===== config.mk =====
export PLATFORM = sky130hd
export DESIGN_NAME = fnd_scan_engine
export DESIGN_NICKNAME = d
export VERILOG_FILES = /design/src/rtl/fnd_pkg.sv /design/src/rtl/fnd_seg_decode.sv /design/src/rtl/fnd_scan_engine.sv
export SDC_FILE = /design/constraint.sdc
export NUM_CORES = 1
export LEC_CHECK = 0
export CORE_MARGIN = 3
export CORE_UTILIZATION = 60
export DETAILED_ROUTE_END_ITERATION = 12
export GPL_TIMING_DRIVEN = 0
export HOLD_SLACK_MARGIN = 0.06
export PLACE_DENSITY = 0.81
export SLEW_MARGIN = 20
export SYNTH_ARGS = -nofsm -noshare
export SYNTH_HDL_FRONTEND = slang
export SYNTH_SLANG_ARGS = --single-unit

===== constraint.sdc =====
create_clock -name clk -period 5.4 [get_ports clk]
set_clock_uncertainty 0.05 [all_clocks]
set_input_delay 0.54 -clock clk [delete_from_list [all_inputs] [get_ports clk]]
set_output_delay 0.54 -clock clk [all_outputs]
set_load 0.02 [all_outputs]

===== src/rtl/fnd_pkg.sv =====
// Shared constants and helpers for the multiplexed 7-segment (FND) scan engine.
//   SEG_0..SEG_9 : active-low segment fonts, bit7 = dp (dp bit left high here)
//   FONT_BLANK   : all segments off
//   DP_MASK      : AND mask that turns the decimal point on
//   fnd_cfg_ok() : legality check for the slot divider / brightness resolution
package fnd_pkg;

  localparam logic [7:0] SEG_0 = 8'hC0;
  localparam logic [7:0] SEG_1 = 8'hF9;
  localparam logic [7:0] SEG_2 = 8'hA4;
  localparam logic [7:0] SEG_3 = 8'hB0;
  localparam logic [7:0] SEG_4 = 8'h99;
  localparam logic [7:0] SEG_5 = 8'h92;
  localparam logic [7:0] SEG_6 = 8'h82;
  localparam logic [7:0] SEG_7 = 8'hF8;
  localparam logic [7:0] SEG_8 = 8'h80;
  localparam logic [7:0] SEG_9 = 8'h90;

  localparam logic [7:0] FONT_BLANK = 8'hFF;
  localparam logic [7:0] DP_MASK    = 8'h7F;

  // A slot must split evenly into 2**bright_bits PWM phases of at least one clock.
  function automatic bit fnd_cfg_ok(input int unsigned div, input int unsigned bright_bits);
    if (bright_bits < 1 || bright_bits > 8) return 1'b0;
    if (div < 2) return 1'b0;
    if ((div >> bright_bits) < 1) return 1'b0;
    return (div % (32'd1 << bright_bits)) == 0;
  endfunction

endpackage


===== src/rtl/fnd_seg_decode.sv =====
// Combinational BCD-to-7-segment font decoder (active low, dp left off).
//   code   : 4-bit digit code; values above 9 decode to a blank font
//   font_c : 8-bit active-low segment pattern, bit7 (dp) always 1
module fnd_seg_decode
  import fnd_pkg::*;
(
  input  logic [3:0] code,
  output logic [7:0] font_c
);

  always_comb begin
    font_c = FONT_BLANK;
    case (code)
      4'd0:    font_c = SEG_0;
      4'd1:    font_c = SEG_1;
      4'd2:    font_c = SEG_2;
      4'd3:    font_c = SEG_3;
      4'd4:    font_c = SEG_4;
      4'd5:    font_c = SEG_5;
      4'd6:    font_c = SEG_6;
      4'd7:    font_c = SEG_7;
      4'd8:    font_c = SEG_8;
      4'd9:    font_c = SEG_9;
      default: font_c = FONT_BLANK;
    endcase
  end

endmodule


===== src/rtl/fnd_scan_engine.sv =====
// N-digit multiplexed 7-segment scan driver with frame snapshot, leading-zero
// blanking, PWM brightness and hardware blink.
//   clk, reset   : system clock, asynchronous active-high reset
//   digits       : packed BCD codes, digit i at [4i+3:4i], digit 0 rightmost
//   dot_mask     : per-digit decimal point enable
//   blink_mask   : per-digit blink enable
//   lzb_en       : blank leading zeros (digit 0 always shown)
//   brightness   : PWM level, 0 = dark, all-ones = full on
//   fnd_font     : active-low segments, bit7 = dp (registered)
//   fnd_comm     : active-low digit enables, at most one low (registered)
//   frame_start  : one-clock pulse in the cycle the slot index wraps to 0
module fnd_scan_engine
  import fnd_pkg::*;
#(
  parameter int unsigned NUM_DIGITS  = 4,
  parameter int unsigned CLK_HZ      = 100_000_000,
  parameter int unsigned SCAN_HZ     = 1000,
  parameter int unsigned BRIGHT_BITS = 3,
  parameter int unsigned BLINK_HALF  = 50_000_000
) (
  input  logic                      clk,
  input  logic                      reset,
  input  logic [4*NUM_DIGITS-1:0]   digits,
  input  logic [NUM_DIGITS-1:0]     dot_mask,
  input  logic [NUM_DIGITS-1:0]     blink_mask,
  input  logic                      lzb_en,
  input  logic [BRIGHT_BITS-1:0]    brightness,
  output logic [7:0]                fnd_font,
  output logic [NUM_DIGITS-1:0]     fnd_comm,
  output logic                      frame_start
);

  localparam int unsigned DIV       = CLK_HZ / SCAN_HZ;
  localparam int unsigned CNT_W     = (DIV > 1) ? $clog2(DIV) : 1;
  localparam int unsigned IDX_W     = (NUM_DIGITS > 1) ? $clog2(NUM_DIGITS) : 1;
  localparam int unsigned BLK_W     = (BLINK_HALF > 1) ? $clog2(BLINK_HALF) : 1;
  localparam int unsigned PHASE_DIV = DIV >> BRIGHT_BITS;

  localparam logic [CNT_W-1:0] CNT_LAST = CNT_W'(DIV - 1);
  localparam logic [IDX_W-1:0] IDX_LAST = IDX_W'(NUM_DIGITS - 1);
  localparam logic [BLK_W-1:0] BLK_LAST = BLK_W'(BLINK_HALF - 1);

  // Reject configurations that cannot be scanned correctly.
  if (!fnd_cfg_ok(DIV, BRIGHT_BITS) || NUM_DIGITS < 1 || NUM_DIGITS > 8) begin : g_cfg_bad
    $error("fnd_scan_engine: illegal NUM_DIGITS/DIV/BRIGHT_BITS combination");
  end

  // Slot timing and scan position
  logic [CNT_W-1:0] count;
  logic [CNT_W-1:0] count_nxt;
  logic [IDX_W-1:0] idx;
  logic [IDX_W-1:0] idx_nxt;
  logic             tick_c;
  logic             wrap_c;
  logic             frame_start_nxt;

  // Blink timer
  logic [BLK_W-1:0] blink_cnt;
  logic             blink_phase;

  // Frame snapshot
  logic [4*NUM_DIGITS-1:0] snap_digits;
  logic [NUM_DIGITS-1:0]   snap_dot;
  logic [NUM_DIGITS-1:0]   snap_blink;
  logic                    snap_lzb;
  logic [BRIGHT_BITS-1:0]  snap_bright;

  // Current-slot decode
  logic [3:0]             code_c;
  logic [7:0]             seg_c;
  logic                   dot_c;
  logic                   blink_c;
  logic                   lzb_blank_c;
  logic [NUM_DIGITS-1:0]  lzb_blank_vec;
  logic                   zero_run;
  logic [BRIGHT_BITS-1:0] phase_c;
  logic                   pwm_on_c;
  logic                   lit_c;
  logic [7:0]             font_nxt;
  logic [NUM_DIGITS-1:0]  comm_nxt;

  // Slot counter and digit index; frame_start is registered one cycle early so it
  // is high in exactly the cycle where the index wraps.
  always_comb begin
    tick_c    = (count == CNT_LAST);
    wrap_c    = tick_c && (idx == IDX_LAST);
    count_nxt = tick_c ? '0 : count + CNT_W'(1);
    idx_nxt   = idx;
    if (tick_c) begin
      idx_nxt = (idx == IDX_LAST) ? '0 : idx + IDX_W'(1);
    end
    frame_start_nxt = (count_nxt == CNT_LAST) && (idx_nxt == IDX_LAST);
  end

  // Leading-zero run from the most significant digit down; digit 0 is never blanked.
  always_comb begin
    zero_run      = snap_lzb;
    lzb_blank_vec = '0;
    for (int i = int'(NUM_DIGITS) - 1; i >= 1; i--) begin
      zero_run         = zero_run & (snap_digits[4*i +: 4] == 4'd0);
      lzb_blank_vec[i] = zero_run;
    end
  end

  // Per-digit attributes of the slot being scanned.
  always_comb begin
    code_c      = '0;
    dot_c       = 1'b0;
    blink_c     = 1'b0;
    lzb_blank_c = 1'b0;
    for (int i = 0; i < int'(NUM_DIGITS); i++) begin
      if (idx == IDX_W'(i)) begin
        code_c      = snap_digits[4*i +: 4];
        dot_c       = snap_dot[i];
        blink_c     = snap_blink[i];
        lzb_blank_c = lzb_blank_vec[i];
      end
    end
  end

  fnd_seg_decode u_seg_decode (
    .code   (code_c),
    .font_c (seg_c)
  );

  // Lit decision; count 0 of every slot is the anti-ghosting gap.
  always_comb begin
    phase_c  = BRIGHT_BITS'(count / CNT_W'(PHASE_DIV));
    pwm_on_c = (&snap_bright) || (phase_c < snap_bright);
    lit_c    = (count != '0) && pwm_on_c && !(blink_c && blink_phase) && !lzb_blank_c;
    font_nxt = lit_c ? (seg_c & (dot_c ? DP_MASK : FONT_BLANK)) : FONT_BLANK;
    comm_nxt = lit_c ? ~(NUM_DIGITS'(1) << idx) : '1;
  end

  always_ff @(posedge clk or posedge reset) begin
    if (reset) begin
      count       <= '0;
      idx         <= '0;
      blink_cnt   <= '0;
      blink_phase <= 1'b0;
      snap_digits <= '0;
      snap_dot    <= '0;
      snap_blink  <= '0;
      snap_lzb    <= 1'b0;
      snap_bright <= '0;
      fnd_font    <= FONT_BLANK;
      fnd_comm    <= '1;
      frame_start <= 1'b0;
    end else begin
      count       <= count_nxt;
      idx         <= idx_nxt;
      frame_start <= frame_start_nxt;

      if (blink_cnt == BLK_LAST) begin
        blink_cnt   <= '0;
        blink_phase <= ~blink_phase;
      end else begin
        blink_cnt <= blink_cnt + BLK_W'(1);
      end

      if (wrap_c) begin
        snap_digits <= digits;
        snap_dot    <= dot_mask;
        snap_blink  <= blink_mask;
        snap_lzb    <= lzb_en;
        snap_bright <= brightness;
      end

      fnd_font <= font_nxt;
      fnd_comm <= comm_nxt;
    end
  end

endmodule


==> results by group <==
Setup path
  • Required arrival time at the worst endpoint: 5.62 ns
  • Cell mode on critical path: sky130_fd_sc_hd__or3_1
  • Worst setup path endpoint: fnd_comm[2]
  • Crit path launch: count[13]
  • Delay of the slowest cell on the worst path: 0.45 ns
  • Worst setup path class: flip-flop to flip-flop
  • Worst reg-to-reg setup slack: 0.33 ns
  • Critical path data arrival time: 5.30 ns
  • Reg2reg end: fnd_comm[2]
  • Cell with the largest stage delay on the worst path: sky130_fd_sc_hd__dfrtp_1
  • Series of cell instances along the critical path: buf_2, or3_1, o21ai_1, o221ai_1, a221oi_2, nor2b_1, or3_1, o21a_1, clkbuf_1, and2_1, a31oi_1, ha_1, nand3_1, o2111ai_1, a21oi_1, nand4b_1, o211ai_2, buf_4, nand2_1
  • Launching element type of the critical path: flip-flop
  • CP Max Fanout: 10
  • Endpoint class of the critical path: flip-flop
  • Reg-to-reg startpoint: count[13]
  • Worst-case reg-to-reg path depth: 19

Floorplan
  • Initial core utilization: 0.617
  • Core box area: 9280 sq um
  • I/O pin total: 43
  • # rows: 35
  • Width of the die: 104 um
  • Die Area: 10,800 sq um
  • Vertical die dimension: 104 um

Timing
  • Setup repair after global routing missed its margin: no
  • Slew Limit Fails: 0
  • Setup WS post-layout: 0.325 ns
  • Fin crit share: 0.940
  • Final hold violation count: 0
  • Upper clock frequency limit: 197 MHz
  • Slew margin rel.: 0.541
  • Min Clock Period, post-route: 5.07 ns
  • Worst slack on hold paths: 0.450 ns
  • Setup TNS Final: 0 ns
  • Setup violations, final: 0
  • Transition at the pin with the smallest max-transition slack: 0.683 ns

Synth
  • Synth top area cells: sky130_fd_sc_hd__dfrtp_1 33%, sky130_fd_sc_hd__mux2_2 5.9%, sky130_fd_sc_hd__dfstp_2 5.5%
  • Synth unique cells: 79
  • Count of yosys warnings during synthesis: 0
  • Top-area cell type share of the netlist area: 0.327
  • Number of synthesized flops with an enable pin: 0
  • Total of flip-flops plus latches after synthesis: 87
  • Synth Cell Area: 5730 sq um
  • Dominant cell type by area after synthesis: sky130_fd_sc_hd__dfrtp_1
  • Syn_nets: 689
  • Number of standard cells after synthesis: 645
  • Most used standard cell by instance count after synthesis: sky130_fd_sc_hd__nor2_1
  • Predominant post-synthesis flop cell: sky130_fd_sc_hd__dfrtp_1
  • Post-synthesis average cell area: 8.89 sq um
  • Share of synthesized registers carrying an async set or reset: 1.00
  • Most frequent cells after synthesis: 76 x sky130_fd_sc_hd__nor2_1, 75 x sky130_fd_sc_hd__dfrtp_1, 59 x sky130_fd_sc_hd__nand2_1
  • Portion of the post-synthesis area used by sequential elements: 0.382

Status
  • Run status: finished clean

CTS
  • Sink Count: 87
  • Total clock buffers created by CTS: 9
  • Number of buffers added to fix hold violations after cts: 0
  • Post-CTS Resized: 0
  • Post-CTS Setup Repair Bufs: 0
  • Clk slew on worst S/H paths: 0.10 ns
  • Buffer type at the clock tree root: sky130_fd_sc_hd__clkbuf_8
  • TritonCTS clock tree: done
  • Maximum number of buffers from clock root to sink: 2
  • Depth of the CTS H-tree: 3
  • Clock insertion delay at the later pin of the skew report: 0.35 ns

Global route
  • Total congestion overflow after global routing: 0
  • Via count of the first global-routing pass: 4,962
  • Number of antenna violations at the first check in global routing: 0
  • Maximum number of pins on one net before global-route repair: 57
  • Total GRT Usage: 0.264
  • First-pass GRT wire length: 23,700 um

Placement
  • Placer's final routability congestion estimate: 0.932
  • HPWL after DPL: 10,500 um
  • Post-Place Setup Slack: 0.354 ns
  • Cell count after placement: 817
  • IO Port Bufs: 42

Final layout
  • Relative area change from synthesis to final layout: 15.4%
  • Multi-input gate area: 3340 sq um
  • Filler cell count: 728
  • Count of nets after finishing: 743
  • Filler-free cell count of the finished design: 833
  • Diode count: 0
  • Share of cells above drive strength 1: 0.136
  • Sequential Area: 2190 sq um

Pwr
  • Leak pwr: 0.00272 uW
  • Worst VDD drop: 0.168 mV
  • Overall power of the completed layout: 1280 uW
  • Areal power density over the cells: 193 nW/um^2

Run
  • Maximum capacitance violations: 0

Route
  • Detailed-routing iteration count for the pre-antenna-repair pass: 5
  • Residual DRC count: 0
  • Ratio of routed vias to standard cells: 6.08
  • WL per Instance: 16.8 um
  • Post-route antenna net violation count: 0
  • Total via count in the routed design: 5,062
  • DRC marker count from the first detailed-route iteration: 313
  • Final Routed Wirelength: 14,000 um

Hold path
  • Type of the tightest min-delay check: flip-flop to flip-flop
==> per-layer routing <==
layer	GRT usage	vias to the layer above	share of wire	wire (um)
met5	0	-	0	0
met4	0.0684	0	0.015	214
met3	0.0330	19	0.057	804
met2	0.446	183	0.49	6920
met1	0.364	2432	0.43	6090
li1	-	2428	-	-
==> power breakdown <==
| group | switching (uW) | total (uW) | internal [uW] |
|---|---|---|---|
| clock | 244 | 509 | 265 |
| combinational | 43.4 | 89.0 | 45.6 |
| sequential | 8.66 | 679 | 671 |
| total | 296 | 1280 | 982 |
==> sequential cells by signal, indices dropped and copies added (netlist names) <==
signal / flops
snap_digits: 16
fnd_font: 8
fnd_comm: 4
blink_cnt: 26
idx: 2
count: 17
snap_dot: 4
snap_lzb: 1
snap_bright: 3
frame_start: 1
snap_blink: 4
blink_phase: 1
==> worst max-delay path: cells and delay by family (launching register included) <==
family	cells	cell delay, ns
buf+inv	3	0.63
flops	1	0.45
simple gates	7	1.62
fa+ha+maj	1	0.29
compound gates	8	1.97
==> logic make-up after synthesis <==
family | share of synthesized area
muxes | 0.0742
and+or+nand+nor | 0.231
xor gates and xnor gates | 0.0703
DFF | 0.382
buffers and inverters | 0.0430
adders and majority gates | 0.0306
AOI/OAI and AO/OA | 0.169
==> final cells by class <==
class	instances	area share
repair buffers	43	0.0677
plain buffers	38	0.0259
clock inverters	7	0.0155
clock buffers	9	0.0187
well taps	129	0.0244
flip-flops and latches	87	0.331
multi-input cells	501	0.504
inverters	19	0.0119
==> cells in the final DEF, fill, tap and decap left out, drive strengths merged, types with 7 or more instances in the layout <==
cell / count
a22oi: 7
nand3: 38
xor2: 20
dfstp: 12
nor2: 77
buf: 17
mux2i: 8
a21oi: 33
xnor2: 26
nor3: 19
o31ai: 7
and3: 11
inv: 18
mux2: 30
nor4: 12
clkbuf: 31
nand2: 59
ha: 14
clkdlybuf4s50: 42
nor2b: 10
or3: 10
o21ai: 27
dfrtp: 75
==> stage by stage <==
stage,area [sq um],utilization
2_1_floorplan,5730,-
3_3_place_gp,6310,0.680
3_5_place_dp,6340,0.683
4_1_cts,6570,0.708
5_1_grt,6620,0.713
6_report,6620,0.713
==> how the worst min path moves through the flow <==
| stage | from | to | slack (ns) | depth (start not counted) |
|---|---|---|---|---|
| after CTS | blink_cnt[16] | blink_cnt[16] | 0.45 | 1 |
| after detailed placement | blink_cnt[6] | blink_cnt[6] | 0.43 | 1 |
| final | blink_cnt[6] | blink_cnt[6] | 0.45 | 1 |
| after global placement | blink_cnt[6] | blink_cnt[6] | 0.43 | 1 |
| after global routing | blink_cnt[24] | blink_cnt[24] | 0.47 | 1 |
| after floorplan | blink_phase | blink_phase | 0.39 | 1 |
No activity file was read; power rests on OpenSTA's default activity.
